<file path="config.mk">
export PLATFORM = sky130hd
export DESIGN_NAME = uart_rx_multi
export DESIGN_NICKNAME = d
export VERILOG_FILES = /design/src/rtl/uart_pkg.sv /design/src/rtl/uart_rx_lane.sv /design/src/rtl/uart_rx_multi.sv
export SDC_FILE = /design/constraint.sdc
export NUM_CORES = 1
export LEC_CHECK = 0
export ABC_CLOCK_PERIOD_IN_PS = 3300
export CORE_MARGIN = 1.5
export CORE_UTILIZATION = 30
export CTS_CLUSTER_SIZE = 25
export DETAILED_ROUTE_END_ITERATION = 16
export PLACE_DENSITY = 0.49
export SLEW_MARGIN = 20
export SYNTH_ARGS = -nofsm -noshare
export SYNTH_HDL_FRONTEND = slang
export SYNTH_SLANG_ARGS = --single-unit
export TNS_END_PERCENT = 30
</file>
<file path="constraint.sdc">
create_clock -name clk -period 3.3 [get_ports clk]
set_clock_uncertainty 0.2 [all_clocks]
set_input_delay 0.495 -clock clk [delete_from_list [all_inputs] [get_ports clk]]
set_output_delay 0.495 -clock clk [all_outputs]
set_load 0.01 [all_outputs]
</file>
<file path="src/rtl/uart_pkg.sv">
// Shared types and helpers for the multi-lane UART receiver.
package uart_pkg;

  // Receive lane states
  typedef enum logic [2:0] {
    ST_IDLE      = 3'd0,
    ST_START     = 3'd1,
    ST_DATA      = 3'd2,
    ST_PARITY    = 3'd3,
    ST_STOP      = 3'd4,
    ST_WAIT_IDLE = 3'd5
  } uart_rx_state_e;

  // Widest data word any lane can be configured for
  localparam int unsigned UART_MAX_DATA_BITS = 9;

  // Expected parity bit for a (zero-extended) data word
  function automatic logic uart_parity(input logic [UART_MAX_DATA_BITS-1:0] data,
                                       input logic                          odd);
    return (^data) ^ odd;
  endfunction

endpackage

</file>
<file path="src/rtl/uart_rx_lane.sv">
// One UART receive lane: input synchroniser, framing FSM with 3-sample
// majority voting, shift register and a single-entry output buffer.
module uart_rx_lane
  import uart_pkg::*;
#(
  parameter int DATA_BITS  = 8,
  parameter int OVERSAMPLE = 16,
  parameter int PARITY_EN  = 0,
  parameter int PARITY_ODD = 0,
  parameter int STOP_BITS  = 1
) (
  input  logic                 clk,
  input  logic                 rst,
  input  logic                 tick,
  input  logic                 rxd,
  input  logic                 rx_ready,
  output logic [DATA_BITS-1:0] rx_data,
  output logic                 rx_valid,
  output logic                 err_frame,
  output logic                 err_parity,
  output logic                 err_overrun
);

  localparam int CNT_W = $clog2(OVERSAMPLE);
  localparam int IDX_W = $clog2(DATA_BITS);

  localparam logic [CNT_W-1:0] SMP_LO   = CNT_W'(OVERSAMPLE / 2 - 1);
  localparam logic [CNT_W-1:0] SMP_MID  = CNT_W'(OVERSAMPLE / 2);
  localparam logic [CNT_W-1:0] SMP_HI   = CNT_W'(OVERSAMPLE / 2 + 1);
  localparam logic [CNT_W-1:0] BIT_END  = CNT_W'(OVERSAMPLE - 1);
  localparam logic [IDX_W-1:0] IDX_LAST = IDX_W'(DATA_BITS - 1);
  localparam logic             PAR_ODD  = (PARITY_ODD != 0);
  localparam logic             STOP_LAST = (STOP_BITS == 2);

  // Majority of three samples taken around the bit centre
  function automatic logic maj3(input logic a, input logic b, input logic c);
    return (a & b) | (a & c) | (b & c);
  endfunction

  logic                 rxd_p0;
  logic                 rxd_p1;
  uart_rx_state_e       state;
  logic [CNT_W-1:0]     cnt;
  logic [IDX_W-1:0]     idx;
  logic                 stop_idx;
  logic                 stop_bad;
  logic                 par_err;
  logic [1:0]           smp;
  logic [DATA_BITS-1:0] shreg;
  logic                 push_p1;
  logic                 ferr_p1;
  logic                 perr_p1;
  logic [DATA_BITS-1:0] word_p1;

  logic busy;
  logic smp_lo;
  logic smp_mid;
  logic decide;
  logic bit_end;
  logic bit_maj;
  logic par_exp;
  logic pop;

  assign busy    = (state == ST_START) || (state == ST_DATA) ||
                   (state == ST_PARITY) || (state == ST_STOP);
  assign smp_lo  = tick && busy && (cnt == SMP_LO);
  assign smp_mid = tick && busy && (cnt == SMP_MID);
  assign decide  = tick && busy && (cnt == SMP_HI);
  assign bit_end = tick && busy && (cnt == BIT_END);
  assign bit_maj = maj3(smp[0], smp[1], rxd_p1);
  assign par_exp = uart_parity(UART_MAX_DATA_BITS'(shreg), PAR_ODD);
  assign pop     = rx_valid && rx_ready;

  // Two-flop synchroniser for the asynchronous serial input, idles high
  always_ff @(posedge clk) begin
    if (rst) begin
      rxd_p0 <= 1'b1;
      rxd_p1 <= 1'b1;
    end else begin
      rxd_p0 <= rxd;
      rxd_p1 <= rxd_p0;
    end
  end

  // Sample capture and data shift; pure datapath, no reset needed
  always_ff @(posedge clk) begin
    if (smp_lo)  smp[0] <= rxd_p1;
    if (smp_mid) smp[1] <= rxd_p1;
    if (decide && state == ST_DATA) shreg <= {bit_maj, shreg[DATA_BITS-1:1]};
    if (decide && state == ST_STOP) word_p1 <= shreg;
  end

  // Frame FSM: walks start/data/parity/stop bits on oversample ticks
  always_ff @(posedge clk) begin
    if (rst) begin
      state    <= ST_IDLE;
      cnt      <= '0;
      idx      <= '0;
      stop_idx <= 1'b0;
      stop_bad <= 1'b0;
      par_err  <= 1'b0;
      push_p1  <= 1'b0;
      ferr_p1  <= 1'b0;
      perr_p1  <= 1'b0;
    end else begin
      push_p1 <= 1'b0;
      ferr_p1 <= 1'b0;

      if (tick) begin
        case (state)
          ST_IDLE: begin
            if (!rxd_p1) begin
              state <= ST_START;
              cnt   <= '0;
            end
          end
          ST_WAIT_IDLE: begin
            if (rxd_p1) state <= ST_IDLE;
          end
          default: cnt <= bit_end ? '0 : cnt + CNT_W'(1);
        endcase
      end

      // Bit-centre decision once all three samples are in
      if (decide) begin
        case (state)
          ST_START: begin
            if (bit_maj) state <= ST_IDLE;
          end
          ST_PARITY: par_err <= (bit_maj != par_exp);
          ST_STOP: begin
            if (stop_idx == STOP_LAST) begin
              if (stop_bad || !bit_maj) begin
                ferr_p1 <= 1'b1;
                state   <= ST_WAIT_IDLE;
              end else begin
                push_p1 <= 1'b1;
                perr_p1 <= par_err;
                state   <= ST_IDLE;
              end
            end else begin
              stop_bad <= stop_bad | !bit_maj;
            end
          end
          default: ;
        endcase
      end

      // Bit-boundary advance
      if (bit_end) begin
        case (state)
          ST_START: begin
            state   <= ST_DATA;
            idx     <= '0;
            par_err <= 1'b0;
          end
          ST_DATA: begin
            if (idx == IDX_LAST) begin
              state    <= (PARITY_EN != 0) ? ST_PARITY : ST_STOP;
              stop_idx <= 1'b0;
              stop_bad <= 1'b0;
            end else begin
              idx <= idx + IDX_W'(1);
            end
          end
          ST_PARITY: state <= ST_STOP;
          ST_STOP:   stop_idx <= 1'b1;
          default: ;
        endcase
      end
    end
  end

  // ---- stage p1 -> output buffer ----
  // Single-entry output buffer with overrun detection and error pulses
  always_ff @(posedge clk) begin
    if (rst) begin
      rx_valid    <= 1'b0;
      rx_data     <= '0;
      err_frame   <= 1'b0;
      err_parity  <= 1'b0;
      err_overrun <= 1'b0;
    end else begin
      err_frame   <= ferr_p1;
      err_parity  <= 1'b0;
      err_overrun <= 1'b0;
      if (push_p1) begin
        err_parity <= perr_p1;
        if (!rx_valid || pop) begin
          rx_data  <= word_p1;
          rx_valid <= 1'b1;
        end else begin
          err_overrun <= 1'b1;
        end
      end else if (pop) begin
        rx_valid <= 1'b0;
      end
    end
  end

endmodule

</file>
<file path="src/rtl/uart_rx_multi.sv">
// Multi-channel UART receiver: shared oversample tick generator feeding
// CHANNELS independent receive lanes.
module uart_rx_multi
  import uart_pkg::*;
#(
  parameter int CHANNELS   = 4,
  parameter int DATA_BITS  = 8,
  parameter int OVERSAMPLE = 16,
  parameter int PARITY_EN  = 0,
  parameter int PARITY_ODD = 0,
  parameter int STOP_BITS  = 1,
  parameter int BAUD_DIV_W = 16
) (
  input  logic                                clk,
  input  logic                                rst,
  input  logic [BAUD_DIV_W-1:0]               baud_div,
  input  logic [CHANNELS-1:0]                 rxd,
  output logic [CHANNELS-1:0][DATA_BITS-1:0]  rx_data,
  output logic [CHANNELS-1:0]                 rx_valid,
  input  logic [CHANNELS-1:0]                 rx_ready,
  output logic [CHANNELS-1:0]                 err_frame,
  output logic [CHANNELS-1:0]                 err_parity,
  output logic [CHANNELS-1:0]                 err_overrun
);

  logic [BAUD_DIV_W-1:0] tick_cnt;
  logic                  tick;

  assign tick = (tick_cnt == '0);

  // Shared down-counter: tick at zero, then reload with the current divider
  always_ff @(posedge clk) begin
    if (rst) begin
      tick_cnt <= '0;
    end else if (tick) begin
      tick_cnt <= baud_div;
    end else begin
      tick_cnt <= tick_cnt - BAUD_DIV_W'(1);
    end
  end

  for (genvar g = 0; g < CHANNELS; g++) begin : g_lane
    uart_rx_lane #(
      .DATA_BITS  (DATA_BITS),
      .OVERSAMPLE (OVERSAMPLE),
      .PARITY_EN  (PARITY_EN),
      .PARITY_ODD (PARITY_ODD),
      .STOP_BITS  (STOP_BITS)
    ) u_lane (
      .clk         (clk),
      .rst         (rst),
      .tick        (tick),
      .rxd         (rxd[g]),
      .rx_ready    (rx_ready[g]),
      .rx_data     (rx_data[g]),
      .rx_valid    (rx_valid[g]),
      .err_frame   (err_frame[g]),
      .err_parity  (err_parity[g]),
      .err_overrun (err_overrun[g])
    );
  end

endmodule
</file>
==> impl_metrics.yaml <==
run_status:
  outcome: "completed"
synthesis:
  cell_count_after_synthesis: 891
  synthXorXnorAreaFrac_pct: 4.40
  post_synth_edffs: 72
  yosys_most_used_dff: "sky130_fd_sc_hd__dfxtp_1"
  simple_gate_portion_of_the_synthesized_area_pct: 21.5
  syn-mean-instance-area_um2: 10.3
  yosys_warnings: 0
  post_synth_mux_area_share_pct: 4.68
  synth-adder-area-share_pct: 2.99
  yosysTopAreaCell: "sky130_fd_sc_hd__dfxtp_1"
  synthesis.area_mm2: 0.00922
  synth_sequential_area_ratio_pct: 53.0
  synth_top_family_by_area: "simple AND/OR/NAND/NOR gates"
  fraction_of_the_mapped_netlist_area_in_compound_gates_pct: 9.32
  async_reset_ff_share_pct: 0
  synth_seq_cells: 208
  mappedNetlistNets: 939
  synth.top_cells.by_area: "sky130_fd_sc_hd__dfxtp_1, sky130_fd_sc_hd__edfxtp_1, sky130_fd_sc_hd__mux2i_1"
  synth_top_area_share_pct: 29.5
  yosys.cell_types.count: 68
sta:
  worst-slew-pin-transition_ns: 0.736
  final.period_utilization_pct: 82.0
  finish_stage_setup_viols: 0
  period_needed_ns: 2.71
  timing.slew.headroom_pct: 50.8
  max_freq_mhz: 370
  setup_total_negative_slack_ns: 0
  final_max_slew_viol_count: 0
  rsz0062_at_grt: "no"
  final-hold-violation-count: 0
power:
  net-switching-power_mw: 1.88
  power.switching_fraction_pct: 28.1
  p_int_mw: 4.83
  p_leak_nw: 4.09
  vdd_drop_max_mv: 0.342
  pwr_density_cell_mw_per_mm2: 601
  pwr-share-seq_pct: 42.7
  pwr-share-clk_pct: 41.5
  power_frac_comb_pct: 15.8
place:
  port_buffers: 73
  place.detailed.hpwl_um: 13200
  placed_cell_area_mm2: 0.0103
  gp_congestion: 0.780
setup_path:
  crit_path_end_kind: "flip-flop"
  biggest_fanout_along_the_worst_timing_path: 12
  worst_r2r_path_depth: 3
  cp_cell_sequence: "nor4_4 > nand2_1 > nor2_1"
  worst_setup_path_start_kind: "flip-flop"
  timing.setup.critical_path_class: "flip-flop to flip-flop"
  worst_path_required_time_ns: 3.24
  slowest_delay_ns: 0.67
  worst_ep_arrival_time_ns: 2.65
  worst_path_max_delay_cell: "sky130_fd_sc_hd__nor2_1"
cells_and_area:
  layout.cells.most_common_list: "sky130_fd_sc_hd__dfxtp_1, sky130_fd_sc_hd__nor2_1, sky130_fd_sc_hd__edfxtp_1, sky130_fd_sc_hd__clkdlybuf4s50_1, sky130_fd_sc_hd__nand2_1"
  final_layout_size_suffix_gt1_share_pct: 9.15
  final_common_cell: "sky130_fd_sc_hd__dfxtp_1"
  final_net_count: 1002
  areaGrowthSynthToFinish_pct: 21.0
  final_design_area_no_fill_mm2: 0.0112
  n_antenna_cell: 0
clock_network:
  post_cts_gate_resize_count: 0
  sinks_on_the_clock_net: 208
  htree_levels: 1
  clk_path_buf_depth: 3
  tritoncts.num_buffers: 25
  cts_root_buf: "sky130_fd_sc_hd__clkbuf_16"
  post-cts-setup-buffer-count: 0
  cts_tree: "done"
  worstSkewPairLatency_ns: 0.53
  hold_buffers_post_cts: 0
  clkTransAtPathRegs_ns: 0.06
detailed_routing:
  routedWlPerCell_um: 14.6
  detailedRoute.firstPassIterationCount: 5
  finalWirelength_um: 19900
  drc_errors: 0
  antenna_left: 0
  drtIter0Drc: 479
  routed-via-count: 6643
  routed_via_density: 4.85
die:
  floorplan.die.height_um: 178
  fp-row-count: 64
  chip_width_um: 178
  num_io_pins: 74
  dieArea_mm2: 0.0318
  initial_utilization_pct: 30.3
  core_area_mm2: 0.0304
worst_hold_path:
  worstHoldPathCells: 2
  min_path_type: "input pin to flip-flop"
job:
  drv.max_cap_violation_count: 0
grt:
  first_global_vias: 6357
  grt_pass1_wl_um: 33100
  overflow: 0
  antenna_found_initial: 0
  gr-usage-all-layers_pct: 12.8
  grt_start_max_net_pins: 113
## cells by family (layout without fill, tap and decap cells)
group | after synthesis | in the layout
adders and majority gates | 22 | 22
AOI/OAI and AO/OA | 138 | 138
buffers and inverters | 83 | 165
muxes | 43 | 43
xor gates and xnor gates | 40 | 40
DFF | 208 | 208
and+or+nand+nor | 357 | 357
## cell type report
type | count | area [um^2]
fill | 3096 | 19300
sequential | 208 | 4880
multi-input combinational | 600 | 3950
timing repair buffer | 92 | 883
clock buffer | 29 | 641
tap | 396 | 495
clock inverter | 17 | 204
inverter | 27 | 101
## worst max-delay path, delay by kind of cell, from the launching register on
kind,cells,cell delay (ns)
DFF,1,0.36
and+or+nand+nor,3,1.76
## synthesized netlist by cell type (all sizes together) (3+ instances only)
| master | number |
|---|---|
| nor2b | 19 |
| nor3b | 9 |
| nor2 | 92 |
| o21ai | 32 |
| and4 | 7 |
| clkbuf | 30 |
| o41ai | 3 |
| nand2b | 11 |
| nor3 | 33 |
| buf | 26 |
| nand3b | 4 |
| nand2 | 54 |
| o21a | 3 |
| or3 | 12 |
| a2bb2oi | 3 |
| nand3 | 35 |
| a31oi | 5 |
| dfxtp | 136 |
| edfxtp | 72 |
| xor2 | 6 |
| ha | 22 |
| a21oi | 50 |
| xnor2 | 30 |
| a211oi | 13 |
| or2 | 12 |
| o211ai | 3 |
| or3b | 4 |
| mux2i | 42 |
| nand4 | 10 |
| inv | 26 |
| nor4 | 20 |
| o211a | 3 |
| xnor3 | 4 |
| nor4b | 7 |
| or4 | 6 |
| nand4b | 6 |
| o31ai | 4 |
| a21o | 4 |
| and3 | 10 |
## power groups by stage
stage | clock [mW] | combinational, mW | sequential [mW]
after floorplan | 0 | 0.763 | 2.89
after global placement | 0 | 1.06 | 2.91
after detailed placement | 0 | 1.05 | 2.91
after CTS | 2.89 | 1.06 | 2.86
after global routing | 2.99 | 1.17 | 2.88
final | 2.79 | 1.06 | 2.86
## sequential cells by signal, indices dropped and copies added (netlist names), 8 cells and up
signal,cells
g_lane.u_lane.rx_data,32
g_lane.u_lane.shreg,32
g_lane.u_lane.word_p1,32
g_lane.u_lane.cnt,16
tick_cnt,16
g_lane.u_lane.idx,12
g_lane.u_lane.state,12
g_lane.u_lane.smp,8
## metrics by stage
stage               setup WS, ns  std cells  hold WS [ns]  utilization [%]  power [mW]
finish                     0.594       1369        0.0429             36.7        6.71
global route               0.327       1369        0.0246             36.7        7.04
CTS                        0.571       1369        0.0233             36.7        6.81
detailed placement         0.602       1323         0.193             33.9        3.97
global placement           0.707       1323         0.194             33.9        3.97
floorplan                  0.462        891         0.189                -        3.65
## final timing paths
| check | startpoint | to | slack [ns] |
|---|---|---|---|
| min | rst | g_lane[0].u_lane.rxd_p0$_SDFF_PP1_ | 0.04 |
| max reg2reg | tick_cnt[5]$_SDFF_PP0_ | g_lane[1].u_lane.word_p1[6]$_DFFE_PP_ | 0.59 |
| min reg2reg | g_lane[0].u_lane.rxd_p0$_SDFF_PP1_ | g_lane[0].u_lane.rxd_p1$_SDFF_PP1_ | 0.21 |
| max | tick_cnt[5]$_SDFF_PP0_ | g_lane[1].u_lane.word_p1[6]$_DFFE_PP_ | 0.59 |
## per-layer routing
| metal | vias up | track usage (%) | part of all wire [%] |
|---|---|---|---|
| met3 | 28 | 2.07 | 5.1 |
| li1 | 3330 | - | - |
| met2 | 148 | 19.6 | 43 |
| met1 | 3137 | 18.6 | 50 |
| met4 | 0 | 3.37 | 1.8 |
| met5 | - | 0 | 0 |
Power figures use the tool's default switching activity.
==> edit (same settings) <==
The package constant `UART_MAX_DATA_BITS` goes from 9 to 18.
--- a/src/rtl/uart_pkg.sv
+++ b/src/rtl/uart_pkg.sv
@@ -12,7 +12,7 @@
   } uart_rx_state_e;
 
   // Widest data word any lane can be configured for
-  localparam int unsigned UART_MAX_DATA_BITS = 9;
+  localparam int unsigned UART_MAX_DATA_BITS = 18;
 
   // Expected parity bit for a (zero-extended) data word
   function automatic logic uart_parity(input logic [UART_MAX_DATA_BITS-1:0] data,
Check against the original RTL: equivalent (Yosys induction, for registers that start in step).
==> edit against the original RTL <==
Critical path depth rose by 3. Fmax rose by 2.7%. Core utilization rose by 0.62 points. Setup slack improved by 0.070 ns. Sequential power rose by 2%. Total power rose by 2.7%. Via count fell by 3.3%. Wire length fell by 6.6%. Final area fell by 0.70%. Non-clock buffer count rose by 3. Sequential cell count did not move. Critical path type unchanged. Synthesized area fell by 1.5%. Synthesized cell count fell by 1.6%. Critical endpoint is now g_lane[2].u_lane.shreg[7]$_DFFE_PP_. Largest cell class unchanged.
==> edit: results (changes against the original RTL) <==
Parameter                              Value

Synthesis
  Post-Syn Area per Cell ... 10.4 um^2 (+0.12%)
  Synth Net Count ... 925 (-1.5%)
  Library cells used by synthesis ... 55 (-19%)
  Biggest area contributors in the synthesized netlist ... sky130_fd_sc_hd__dfxtp_1 30%, sky130_fd_sc_hd__edfxtp_1 24%, sky130_fd_sc_hd__mux2i_1 4.3%, sky130_fd_sc_hd__nor2_1 3.7%, sky130_fd_sc_hd__xnor2_1 3.4%
  Most common library cells after synthesis ... 136 x sky130_fd_sc_hd__dfxtp_1, 90 x sky130_fd_sc_hd__nor2_1, 72 x sky130_fd_sc_hd__edfxtp_1, 52 x sky130_fd_sc_hd__a21oi_1, 47 x sky130_fd_sc_hd__nand2_1

Critical path
  Crit path max fanout ... 8 (-4)
  Peak per-stage delay on the critical path ... 0.54 ns (-0.13 ns)
  Arrival @ worst endpoint ... 2.57 ns (-0.08 ns)
  Source of the worst register-to-register timing path ... tick_cnt[0]$_SDFF_PP0_
  Reg2Reg Capture Point ... g_lane[2].u_lane.shreg[7]$_DFFE_PP_
  Logic depth of the worst register-to-register path ... 6 (+3)

Clock tree
  Max H-tree Level ... 1 (unchanged)
  Number of buffers added by the clock tree synthesis step ... 24 (-4.0%)
  Post-cts sizing count ... 0 (unchanged)

Status
  Outcome ... finished clean

Pwr
  Reg power frac ... 42.2% (-0.5 points)
  Maximum resistive drop on vdd ... 0.348 mV (+1.8%)
  Leakage power of the design ... 4.02 nW (-1.6%)
  Int Pwr ... 5.06 mW (+4.9%)

Detailed routing
  Post-detailed-route via-to-cell ratio ... 4.75 (-2.1%)
  Starting DRT DRC Count ... 363 (-24%)
  Per-cell routed wire length ... 13.8 um (-5.4%)
  First-pass iteration count of the detailed router ... 4 (-1)

Worst hold path
  Launch point of the worst hold path ... g_lane[1].u_lane.rxd_p0$_SDFF_PP1_
  Kind of path behind the tightest hold check ... reg -> reg
  Terminating pin of the worst hold path ... g_lane[1].u_lane.rxd_p1$_SDFF_PP1_

Global route
  Wire length of the first global-routing pass ... 31200 um (-5.8%)
  Overall Global Routing Usage ... 12.1% (-0.68 points)
  Via count of the first global-routing pass ... 6211 (-2.3%)
  Largest net degree at the start of global routing ... 76 (-33%)

Layout
  Share of cells above drive strength 1 ... 9.25% (+0.10 points)
  Filler cell count in the final layout ... 2976 (-3.9%)
  Final net count ... 992 (-1.0%)

Place
  Weighted congestion reported at the end of routability-driven placement ... 0.781 (about the same)
  Half-perimeter wire length after placement ... 12500 um (-5.3%)
  Number of placed cells counting well taps ... 1308 (-1.1%)

Timing
  Worst Tran Pin Value ... 0.846 ns (+0.111 ns)
## edit: changes by cell type in the layout (fill, tap and decap cells not counted), sizes merged, moves of 5 or more
| cell | delta |
|---|---|
| and4 | -5 |
| and3 | -7 |
| a21o | +6 |
| o21ai | -5 |
| nor2b | -6 |
| clkinv | -7 |
| or4 | +7 |
| xnor2 | +5 |
| or3b | +5 |
| nand2 | -7 |
| nand4 | -6 |
| clkbuf | +7 |
## edit: area by class of cell
| class | count | area, um^2 | share of cell area, % |
|---|---|---|---|
| repair buffers | 95 | 893 | 8.06 |
| flip-flops and latches | 208 | 4880 | 44.1 |
| clock inverters | 8 | 168 | 1.51 |
| clock buffers | 36 | 708 | 6.39 |
| well taps | 390 | 488 | 4.40 |
| multi-input cells | 587 | 3840 | 34.6 |
| inverters | 28 | 105 | 0.948 |
## edit: layer usage
metal	up-vias	GRT usage [%]	share of wire (%)
met1	3025	16.2	49
met2	100	19.7	46
li1	3267	-	-
met3	29	2.08	3.6
met5	-	0	0
met4	0	3.88	1.8
## edit: worst max path at each step
stage                     slack [ns]              startpoint                                  end  cells after the start
after floorplan                 0.55  tick_cnt[0]$_SDFF_PP0_  g_lane[0].u_lane.shreg[0]$_DFFE_PP_                      8
after global placement          0.70  tick_cnt[0]$_SDFF_PP0_  g_lane[2].u_lane.shreg[0]$_DFFE_PP_                      6
after detailed placement        0.62  tick_cnt[0]$_SDFF_PP0_  g_lane[2].u_lane.shreg[3]$_DFFE_PP_                      6
after CTS                       0.63  tick_cnt[0]$_SDFF_PP0_  g_lane[2].u_lane.shreg[2]$_DFFE_PP_                      6
after global routing            0.41  tick_cnt[0]$_SDFF_PP0_  g_lane[2].u_lane.shreg[7]$_DFFE_PP_                      6
final                           0.66  tick_cnt[0]$_SDFF_PP0_  g_lane[2].u_lane.shreg[7]$_DFFE_PP_                      6
## edit: cells by family (layout without fill, tap and decap cells)
logic type | Yosys count | count (layout) | synth area share [%]
simple gates | 351 | 351 | 21.1
flops | 208 | 208 | 53.8
compound gates | 130 | 130 | 8.72
buf+inv | 82 | 167 | 4.09
xor+xnor | 43 | 43 | 4.75
mux | 39 | 39 | 4.30
fa+ha+maj | 24 | 24 | 3.25
## edit: metrics by stage
| stage | hold slack, ns | power, mW | setup slack (ns) | area, um^2 |
|---|---|---|---|---|
| 2_1_floorplan | 0.189 | 3.75 | 0.548 | 9090 |
| 3_3_place_gp | 0.195 | 4.04 | 0.700 | 10200 |
| 3_5_place_dp | 0.195 | 4.04 | 0.622 | 10200 |
| 4_1_cts | 0.204 | 7.01 | 0.626 | 11100 |
| 5_1_grt | 0.232 | 7.25 | 0.415 | 11100 |
| 6_report | 0.198 | 6.89 | 0.664 | 11100 |
